**src/rtl/spi_slave_if.sv**
```systemverilog
// ---------------------------------------------------------------------------
// spi_slave_if : SPI pins plus the tx/rx user handshake of spi_slave
// Revision     : 1.0 initial release
// ---------------------------------------------------------------------------
`default_nettype none

interface spi_slave_if #(
  parameter int WIDTH = 8
);
  logic             sck;
  logic             cs_n;
  logic             mosi;
  logic             miso;
  logic [WIDTH-1:0] tx_data;
  logic             tx_load;
  logic             tx_ready;
  logic [WIDTH-1:0] rx_data;
  logic             rx_valid;
  logic             busy;
  logic             underrun;
  logic             aborted;

  modport master (
    output sck, cs_n, mosi, tx_data, tx_load,
    input  miso, tx_ready, rx_data, rx_valid, busy, underrun, aborted
  );

  modport slave (
    input  sck, cs_n, mosi, tx_data, tx_load,
    output miso, tx_ready, rx_data, rx_valid, busy, underrun, aborted
  );
endinterface

`default_nettype wire

```
**src/rtl/spi_slave.sv**
```systemverilog
// ---------------------------------------------------------------------------
// spi_slave : oversampled mode-0 LSB-first SPI responder with tx holding reg
// Revision  : 1.0 initial release
// ---------------------------------------------------------------------------
`default_nettype none

module spi_slave #(
  parameter int               WIDTH      = 8,
  parameter logic [WIDTH-1:0] DEFAULT_TX = '0
) (
  input  logic        sysclk,
  input  logic        rst,
  spi_slave_if.slave  bus
);

  localparam int             CW   = (WIDTH > 1) ? $clog2(WIDTH) : 1;
  localparam logic [CW-1:0]  LAST = CW'(WIDTH - 1);

  typedef enum logic [1:0] {
    WAIT_IDLE = 2'd0,
    IDLE      = 2'd1,
    ACTIVE    = 2'd2
  } state_t;

  state_t           state;
  logic [2:0]       sck_sync;
  logic [2:0]       cs_sync;
  logic [1:0]       mosi_sync;
  logic [WIDTH-1:0] shift_in;
  logic [WIDTH-1:0] shift_out;
  logic [WIDTH-1:0] holding;
  logic             hold_full;
  logic [CW-1:0]    bit_cnt;
  logic             word_done;
  logic             miso_bit;
  logic [WIDTH-1:0] rx_word;
  logic             rx_pulse;
  logic             busy_flag;
  logic             underrun_pulse;
  logic             abort_pulse;

  logic             sck_rise;
  logic             sck_fall;
  logic             cs_rise;
  logic             cs_fall;
  logic             word_start;
  logic [WIDTH-1:0] next_word;

  // Edges compare the second synchroniser stage against a delayed third stage.
  assign sck_rise  = sck_sync[1] & ~sck_sync[2];
  assign sck_fall  = ~sck_sync[1] & sck_sync[2];
  assign cs_rise   = cs_sync[1] & ~cs_sync[2];
  assign cs_fall   = ~cs_sync[1] & cs_sync[2];

  assign word_start = ((state == IDLE) && cs_fall) ||
                      ((state == ACTIVE) && !cs_rise && word_done);
  assign next_word  = hold_full ? holding : DEFAULT_TX;

  always_ff @(posedge sysclk) begin
    if (rst) begin
      state          <= WAIT_IDLE;
      sck_sync       <= '0;
      cs_sync        <= '0;
      mosi_sync      <= '0;
      shift_in       <= '0;
      shift_out      <= '0;
      holding        <= '0;
      hold_full      <= 1'b0;
      bit_cnt        <= '0;
      word_done      <= 1'b0;
      miso_bit       <= 1'b0;
      rx_word        <= '0;
      rx_pulse       <= 1'b0;
      busy_flag      <= 1'b0;
      underrun_pulse <= 1'b0;
      abort_pulse    <= 1'b0;
    end else begin
      sck_sync       <= {sck_sync[1:0], bus.sck};
      cs_sync        <= {cs_sync[1:0], bus.cs_n};
      mosi_sync      <= {mosi_sync[0], bus.mosi};
      rx_pulse       <= 1'b0;
      underrun_pulse <= 1'b0;
      abort_pulse    <= 1'b0;

      if (bus.tx_load && !hold_full) begin
        holding   <= bus.tx_data;
        hold_full <= 1'b1;
      end

      case (state)
        WAIT_IDLE: begin
          busy_flag <= 1'b0;
          miso_bit  <= 1'b0;
          // Wait for a deselected bus so a frame already underway is never joined.
          if (cs_sync[1]) state <= IDLE;
        end
        IDLE: begin
          miso_bit <= 1'b0;
          if (cs_fall) begin
            state     <= ACTIVE;
            busy_flag <= 1'b1;
            bit_cnt   <= '0;
          end
        end
        ACTIVE: begin
          // A completed word is delivered even if cs_n rises in the same cycle.
          if (word_done) begin
            word_done <= 1'b0;
            rx_word   <= shift_in;
            rx_pulse  <= 1'b1;
          end
          if (cs_rise) begin
            state       <= IDLE;
            busy_flag   <= 1'b0;
            miso_bit    <= 1'b0;
            bit_cnt     <= '0;
            abort_pulse <= (bit_cnt != '0);
            shift_in    <= '0;
            shift_out   <= '0;
          end else if (!word_done && sck_rise) begin
            shift_in <= {mosi_sync[1], shift_in[WIDTH-1:1]};
            if (bit_cnt == LAST) begin
              bit_cnt   <= '0;
              word_done <= 1'b1;
            end else begin
              bit_cnt <= bit_cnt + 1'b1;
            end
          end else if (!word_done && sck_fall && (bit_cnt != '0)) begin
            miso_bit <= shift_out[bit_cnt];
          end
        end
        default: state <= WAIT_IDLE;
      endcase

      // Bit 0 goes out immediately so it is stable before the first sck rise.
      if (word_start) begin
        shift_out <= next_word;
        miso_bit  <= next_word[0];
        if (hold_full) hold_full      <= 1'b0;
        else           underrun_pulse <= 1'b1;
      end
    end
  end

  assign bus.miso     = miso_bit;
  assign bus.tx_ready = ~hold_full;
  assign bus.rx_data  = rx_word;
  assign bus.rx_valid = rx_pulse;
  assign bus.busy     = busy_flag;
  assign bus.underrun = underrun_pulse;
  assign bus.aborted  = abort_pulse;

endmodule

`default_nettype wire

```
**src/flat_wrapper.sv**
```systemverilog
// flat-port wrapper written by rule: the top's interface ports become plain ports
module spi_slave_flat 
#(
  parameter int               WIDTH      = 8,
  parameter logic [WIDTH-1:0] DEFAULT_TX = '0
)
  (sysclk, rst, bus_sck, bus_cs_n, bus_mosi, bus_tx_data, bus_tx_load, bus_miso, bus_tx_ready, bus_rx_data, bus_rx_valid, bus_busy, bus_underrun, bus_aborted);
  spi_slave_if #(.WIDTH(WIDTH)) bus_i ();
  input  logic sysclk;
  input  logic rst;
  input wire logic [$bits(bus_i.sck)-1:0] bus_sck;
  input wire logic [$bits(bus_i.cs_n)-1:0] bus_cs_n;
  input wire logic [$bits(bus_i.mosi)-1:0] bus_mosi;
  input wire logic [$bits(bus_i.tx_data)-1:0] bus_tx_data;
  input wire logic [$bits(bus_i.tx_load)-1:0] bus_tx_load;
  output wire logic [$bits(bus_i.miso)-1:0] bus_miso;
  output wire logic [$bits(bus_i.tx_ready)-1:0] bus_tx_ready;
  output wire logic [$bits(bus_i.rx_data)-1:0] bus_rx_data;
  output wire logic [$bits(bus_i.rx_valid)-1:0] bus_rx_valid;
  output wire logic [$bits(bus_i.busy)-1:0] bus_busy;
  output wire logic [$bits(bus_i.underrun)-1:0] bus_underrun;
  output wire logic [$bits(bus_i.aborted)-1:0] bus_aborted;
  assign bus_i.sck = bus_sck;
  assign bus_i.cs_n = bus_cs_n;
  assign bus_i.mosi = bus_mosi;
  assign bus_i.tx_data = bus_tx_data;
  assign bus_i.tx_load = bus_tx_load;
  assign bus_miso = bus_i.miso;
  assign bus_tx_ready = bus_i.tx_ready;
  assign bus_rx_data = bus_i.rx_data;
  assign bus_rx_valid = bus_i.rx_valid;
  assign bus_busy = bus_i.busy;
  assign bus_underrun = bus_i.underrun;
  assign bus_aborted = bus_i.aborted;
  spi_slave #(.WIDTH(WIDTH), .DEFAULT_TX(DEFAULT_TX)) u_core (.sysclk(sysclk), .rst(rst), .bus(bus_i));
endmodule
```
**config.mk**
```make
export PLATFORM = sky130hd
export DESIGN_NAME = spi_slave_flat
export DESIGN_NICKNAME = d
export VERILOG_FILES = /design/src/rtl/spi_slave_if.sv /design/src/rtl/spi_slave.sv /design/src/flat_wrapper.sv
export SDC_FILE = /design/constraint.sdc
export NUM_CORES = 1
export LEC_CHECK = 0
export CAP_MARGIN = 10
export CELL_PAD_IN_SITES_DETAIL_PLACEMENT = 1
export CELL_PAD_IN_SITES_GLOBAL_PLACEMENT = 1
export CORE_ASPECT_RATIO = 1.4
export CORE_MARGIN = 5
export CORE_UTILIZATION = 44
export DETAILED_ROUTE_END_ITERATION = 7
export GPL_TIMING_DRIVEN = 0
export PLACE_DENSITY = 0.93
export SETUP_SLACK_MARGIN = 0.5
export SYNTH_ARGS = -nofsm -noshare
export SYNTH_HDL_FRONTEND = slang
export SYNTH_SLANG_ARGS = --single-unit
```
**constraint.sdc**
```tcl
create_clock -name sysclk -period 3.2 [get_ports sysclk]
set_clock_uncertainty 0.15 [all_clocks]
set_input_delay 0.64 -clock sysclk [delete_from_list [all_inputs] [get_ports sysclk]]
set_output_delay 0.64 -clock sysclk [all_outputs]
set_load 0.01 [all_outputs]
```
==> reports/results.tsv, run 1 <==
metric	value	unit
cp.required	2.41	ns
io_pins	28	
synth_top_area_share	50.4	%
path_buf_inv	3	
grt.overflow.total	0	
power.total	1.13	mW
cts_hold_buf	0	
drcViolationCount	0	
synth_area_leaders	dfxtp_1 50%, nand2_1 6.2%, a21oi_1 5.3%	
layout-drive-gt1-share	8.56	%
cts_buffers	5	
status	complete, no violations	
cts_buffer_depth	2	
ff2ff_setup_slack	1.30	ns
p_comb_share	6.3	%
internal-power	0.867	mW
first_pass_iters	4	
port-buffer-count	26	
cp_max_fo	10	
synth-edff-count	0	
cp-start-kind	flop	
irDropWorstVdd	291	µV
synth_most_common_cell	dfxtp_1	
max-slew-margin-rel	64.0	%
synthTopCellsByCount	52 x dfxtp_1, 34 x nand2_1, 24 x nor2_1, 22 x a21oi_1	
cts_setup_buffers	0	
ys_ff_latch	52	
grt_max_degree	16	
num-nets-final	273	
drt-total-wl	5.22	mm
clkPwrFrac	34.8	%
die_h	91.1	µm
first_global_vias	1898	
synth_top_area_cell	dfxtp_1	
hold_viol_final	0	
critPathKind	reg -> out	
p_sw	0.267	mW
cpMaxStageDelayCell	clkdlybuf4s50_1	
core-area	0.00454	mm²
p_leak	0.920	nW
row_count	29	
finalMaxSlewViolations	0	
fin_crit_sh	75.6	%
hold_depth	1	
setup_viol	0	
synth_cells	223	
routabilityCongestion	0.780	
setup_tns	0	ns
antenna_found_initial	0	
synth_fp_nets	240	
clockRootBuffer	clkbuf_8	
cts_tree	built	
r2r-end	u_core.bus.miso	
diodes	0	
grt_util_all_layers	18.6	%
die_area	0.00618	mm²
ant_nets	0	
end_kind	output port	
rsz0062_at_grt	false	
cp_top_family	buffers and inverters	
timing.critical_path.cells	clkbuf_1 -> inv_2 -> clkdlybuf4s50_1	
cts_resized	0	
r2r_cells	7	
syn_avg_cell_area	9.26	µm²
fillCellCount	532	
htreeDepth	2	
hold_class	reg -> reg	
viasPerCell	5.46	
synthArstFlopShare	0	%
tightestPinTransition	0.539	ns
drt_iter0_drc	97	
worst_ep_arrival_time	1.63	ns
hold_start	u_core.sck_sync[0]	
start_util	45.5	%
synth_warnings	0	
ys.flop_type	dfxtp_1	
p_sw_share	23.5	%
area_growth	20.9	%
r2r-start	u_core.bit_cnt[0]	
die_w	67.9	µm
netlist_area	0.00207	mm²
powerDensity	454	mW/mm²
pwr-share-seq	58.9	%
hpwl	3.78	mm
synth_seq_area_share	50.4	%
min_to	u_core.sck_sync[1]	
fmax	413	MHz
vias	1743	
grt_pass1_wl	8.86	mm
maxCapViolations	0	
wl_per_cell	16.4	µm
path_clk_slew	0.09	ns
ys_types	41	
cts_sinks	52	
clkLatencyLatePin	0.31	ns
final.min_clock_period	2.42	ns
cp_slowest_stage_delay	0.50	ns
[how the worst max path moves through the flow]
stage	start	endpoint	slack, ns	cells after the start
after floorplan	u_core.word_done	u_core.shift_in[7]	1.62	5
after detailed placement	bus_tx_load	u_core.holding[3]	1.11	5
final	u_core.hold_full	bus_tx_ready	0.78	3
after CTS	u_core.hold_full	bus_tx_ready	0.77	3
after global placement	u_core.hold_full	bus_tx_ready	1.16	3
after global routing	u_core.hold_full	bus_tx_ready	0.68	3
[area by class of cell]
type,count,area [µm²],area share [%]
inverters,7,26.3,1.05
plain buffers,14,78.8,3.16
well taps,62,77.6,3.11
flip-flops and latches,52,1040,41.7
clock buffers,7,86.3,3.46
clock inverters,1,7.51,0.301
multi-input cells,150,920,36.8
repair buffers,26,260,10.4
[state kept, by name (all words and copies together) (netlist names), 2 cells and up]
signal / cells
u_core.sck_sync: 3
u_core.shift_out: 8
u_core.holding: 8
u_core.bit_cnt: 3
u_core.shift_in: 8
u_core.mosi_sync: 2
u_core.bus.rx_data: 8
u_core.cs_sync: 3
u_core.state: 2
[cell usage in the layout (no fill, tap or decap), types with 2 or more instances in the layout]
cell | synthesis | routed
nand3_1 | 4 | 4
nand2_1 | 34 | 34
buf_6 | 3 | 3
clkbuf_8 | 0 | 6
a22oi_1 | 10 | 10
and3b_1 | 2 | 2
o211ai_1 | 2 | 2
a311oi_1 | 3 | 3
mux2_1 | 2 | 2
a32oi_1 | 7 | 7
o21ai_0 | 2 | 2
buf_2 | 3 | 3
dfxtp_1 | 52 | 52
nor2b_1 | 10 | 10
ha_1 | 3 | 3
inv_1 | 6 | 6
clkdlybuf4s50_1 | 0 | 26
nand2b_1 | 3 | 3
nor2_1 | 24 | 24
mux2i_1 | 2 | 2
a21oi_1 | 22 | 22
o21ai_1 | 2 | 2
clkbuf_1 | 7 | 8
[per-stage QoR]
stage / hold WS [ns] / util [%] / instances / instance area, µm² / worst slack [ns]
2_1_floorplan: 0.264 / - / 223 / 2070 / 1.62
3_3_place_gp: 0.276 / 53.0 / 311 / 2400 / 1.16
3_5_place_dp: 0.290 / 53.0 / 311 / 2400 / 1.11
4_1_cts: 0.310 / 55.1 / 319 / 2500 / 0.774
5_1_grt: 0.323 / 55.1 / 319 / 2500 / 0.682
6_report: 0.302 / 55.1 / 319 / 2500 / 0.781
[routing by layer]
metal	vias to the layer above	track usage, %	wire [µm]
li1	841	-	-
met1	858	20.5	2010
met2	29	33.6	2890
met3	15	2.59	154
met4	0	8.79	166
met5	-	0	0
[power by group through the flow]
stage | combinational [mW] | clock (mW) | sequential, mW
final | 0.0716 | 0.394 | 0.668
after global routing | 0.0789 | 0.421 | 0.670
after CTS | 0.0723 | 0.396 | 0.668
after detailed placement | 0.0717 | 0 | 0.683
after global placement | 0.0676 | 0 | 0.682
after floorplan | 0.0406 | 0 | 0.680
[cells by family (layout without fill, tap and decap cells)]
| kind of cell | after synthesis | in the layout | share of synthesized area, % |
|---|---|---|---|
| compound gates | 55 | 55 | 18.7 |
| mux | 4 | 4 | 2.06 |
| buf+inv | 21 | 55 | 5.09 |
| simple gates | 88 | 88 | 21.9 |
| flops | 52 | 52 | 50.4 |
| fa+ha+maj | 3 | 3 | 1.82 |
Note: power is estimated with default switching activity, not from simulation.
==> run 2, diff against run 1 <==
Settings changed: CORE_UTILIZATION 44 to 37, PLACE_DENSITY 0.93 to 0.84.
Clock period 3.2 ns to 2.1 ns, I/O delays scaled along.
==> reports/results.tsv, run 2 (synthesized netlist as in run 1, its figures left out) <==
metric	value	unit
cp_max_fo	5	
stdcell_area	0.00284	mm²
clkLatencyLatePin	0.31	ns
row_count	32	
max-slew-margin-rel	58.3	%
vias	1806	
die_h	98.4	µm
setup_tns	0	ns
cts_tree	built	
worst_ep_arrival_time	1.70	ns
use_met2	30.8	%
grt-busiest-layer	met2	
cp.required	2.13	ns
grt_pass1_wl	8.95	mm
grt.overflow.total	0	
place_inst	317	
postPlaceCellArea	0.00241	mm²
drt-total-wl	5.98	mm
diodes	0	
viasPerCell	5.31	
start_util	37.7	%
wl_per_cell	17.6	µm
setup_viol	0	
finalMaxSlewViolations	0	
antenna_found_initial	0	
fmax	599	MHz
cts_sinks	52	
area_growth	37.4	%
cp-start-kind	flop	
gr-usage-met1	16.6	%
use_met3	3.37	%
first_pass_iters	4	
num-nets-final	288	
cts_buffer_depth	2	
maxCapViolations	0	
hold_class	in -> reg	
fin_crit_sh	79.5	%
grt_util_all_layers	16.2	%
core-area	0.00549	mm²
first_global_vias	1814	
routabilityCongestion	0.813	
cts_buffers	5	
layout-drive-gt1-share	26.1	%
tightestPinTransition	0.625	ns
ant_nets	0	
critPathKind	reg -> reg	
end_kind	flop	
grt_max_degree	16	
stdcell_count	340	
hpwl	3.53	mm
clockRootBuffer	clkbuf_8	
die_w	73.2	µm
drt_iter0_drc	84	
hold_viol_final	0	
status	complete, no violations	
path_clk_slew	0.09	ns
irDropWorstVdd	464	µV
ff2ff_setup_slack	0.43	ns
final_cell_mix	44 x dfxtp_1, 34 x nand2_1, 24 x nor2_1	
die_area	0.00720	mm²
htreeDepth	2	
drcViolationCount	0	
rsz0062_at_grt	true	
port-buffer-count	26	
powerDensity	642	mW/mm²
layout_commonest_cell	dfxtp_1	
p_leak	1.10	nW
io_pins	28	
final.min_clock_period	1.67	ns
## run 2: timing repair
action                                  CTS  global route
pin swaps                                10             9
endpoints found under the setup margin   34            23
gates cloned                              1             0
gates resized for setup                  44            28
hold buffers                              0             0
buffers inserted                          9             5
## run 2: final cells by class
class | count | area [µm²]
plain buffers | 14 | 97.6
clock buffers | 6 | 72.6
clock inverters | 2 | 35.0
fillers | 608 | 2650
inverters | 7 | 26.3
multi-input cells | 150 | 1070
flip-flops and latches | 52 | 1060
well taps | 68 | 85.1
repair buffers | 41 | 390
## run 2: power breakdown
part           internal (mW)  total [mW]  switching (mW)
logic                 0.0559       0.120          0.0640
registers               1.00        1.02          0.0165
clock network          0.354       0.681           0.327
## run 2: routing by layer
metal	wire (µm)	vias up
li1	-	865
met1	2190	870
met2	3340	51
met3	243	20
met4	203	0
met5	0	-
## run 2: metrics by stage
step / util [%] / worst slack (ns) / hold slack (ns) / power, mW
2_1_floorplan: - / 0.521 / 0.264 / 1.10
3_3_place_gp: 44.0 / 0.270 / 0.269 / 1.14
3_5_place_dp: 44.0 / 0.246 / 0.294 / 1.15
4_1_cts: 48.9 / 0.321 / 0.285 / 1.83
5_1_grt: 51.7 / 0.366 / 0.313 / 1.89
6_report: 51.7 / 0.430 / 0.278 / 1.82
## run 2: worst max-delay path, cell delays in order (launching register included)
cell,delay (ns)
dfxtp_4,0.36
or3b_4,0.40
a21o_1,0.23
buf_6,0.15
a22oi_2,0.18
nor2_1,0.06
## run 2: final timing paths
check,startpoint,endpoint,depth (start not counted)
worst max register to register,u_core.word_done,u_core.shift_in[5],5
worst min-delay path,rst,u_core.mosi_sync[0],2
worst min register to register,u_core.sck_sync[0],u_core.sck_sync[1],1
worst max-delay path,u_core.word_done,u_core.shift_in[5],5
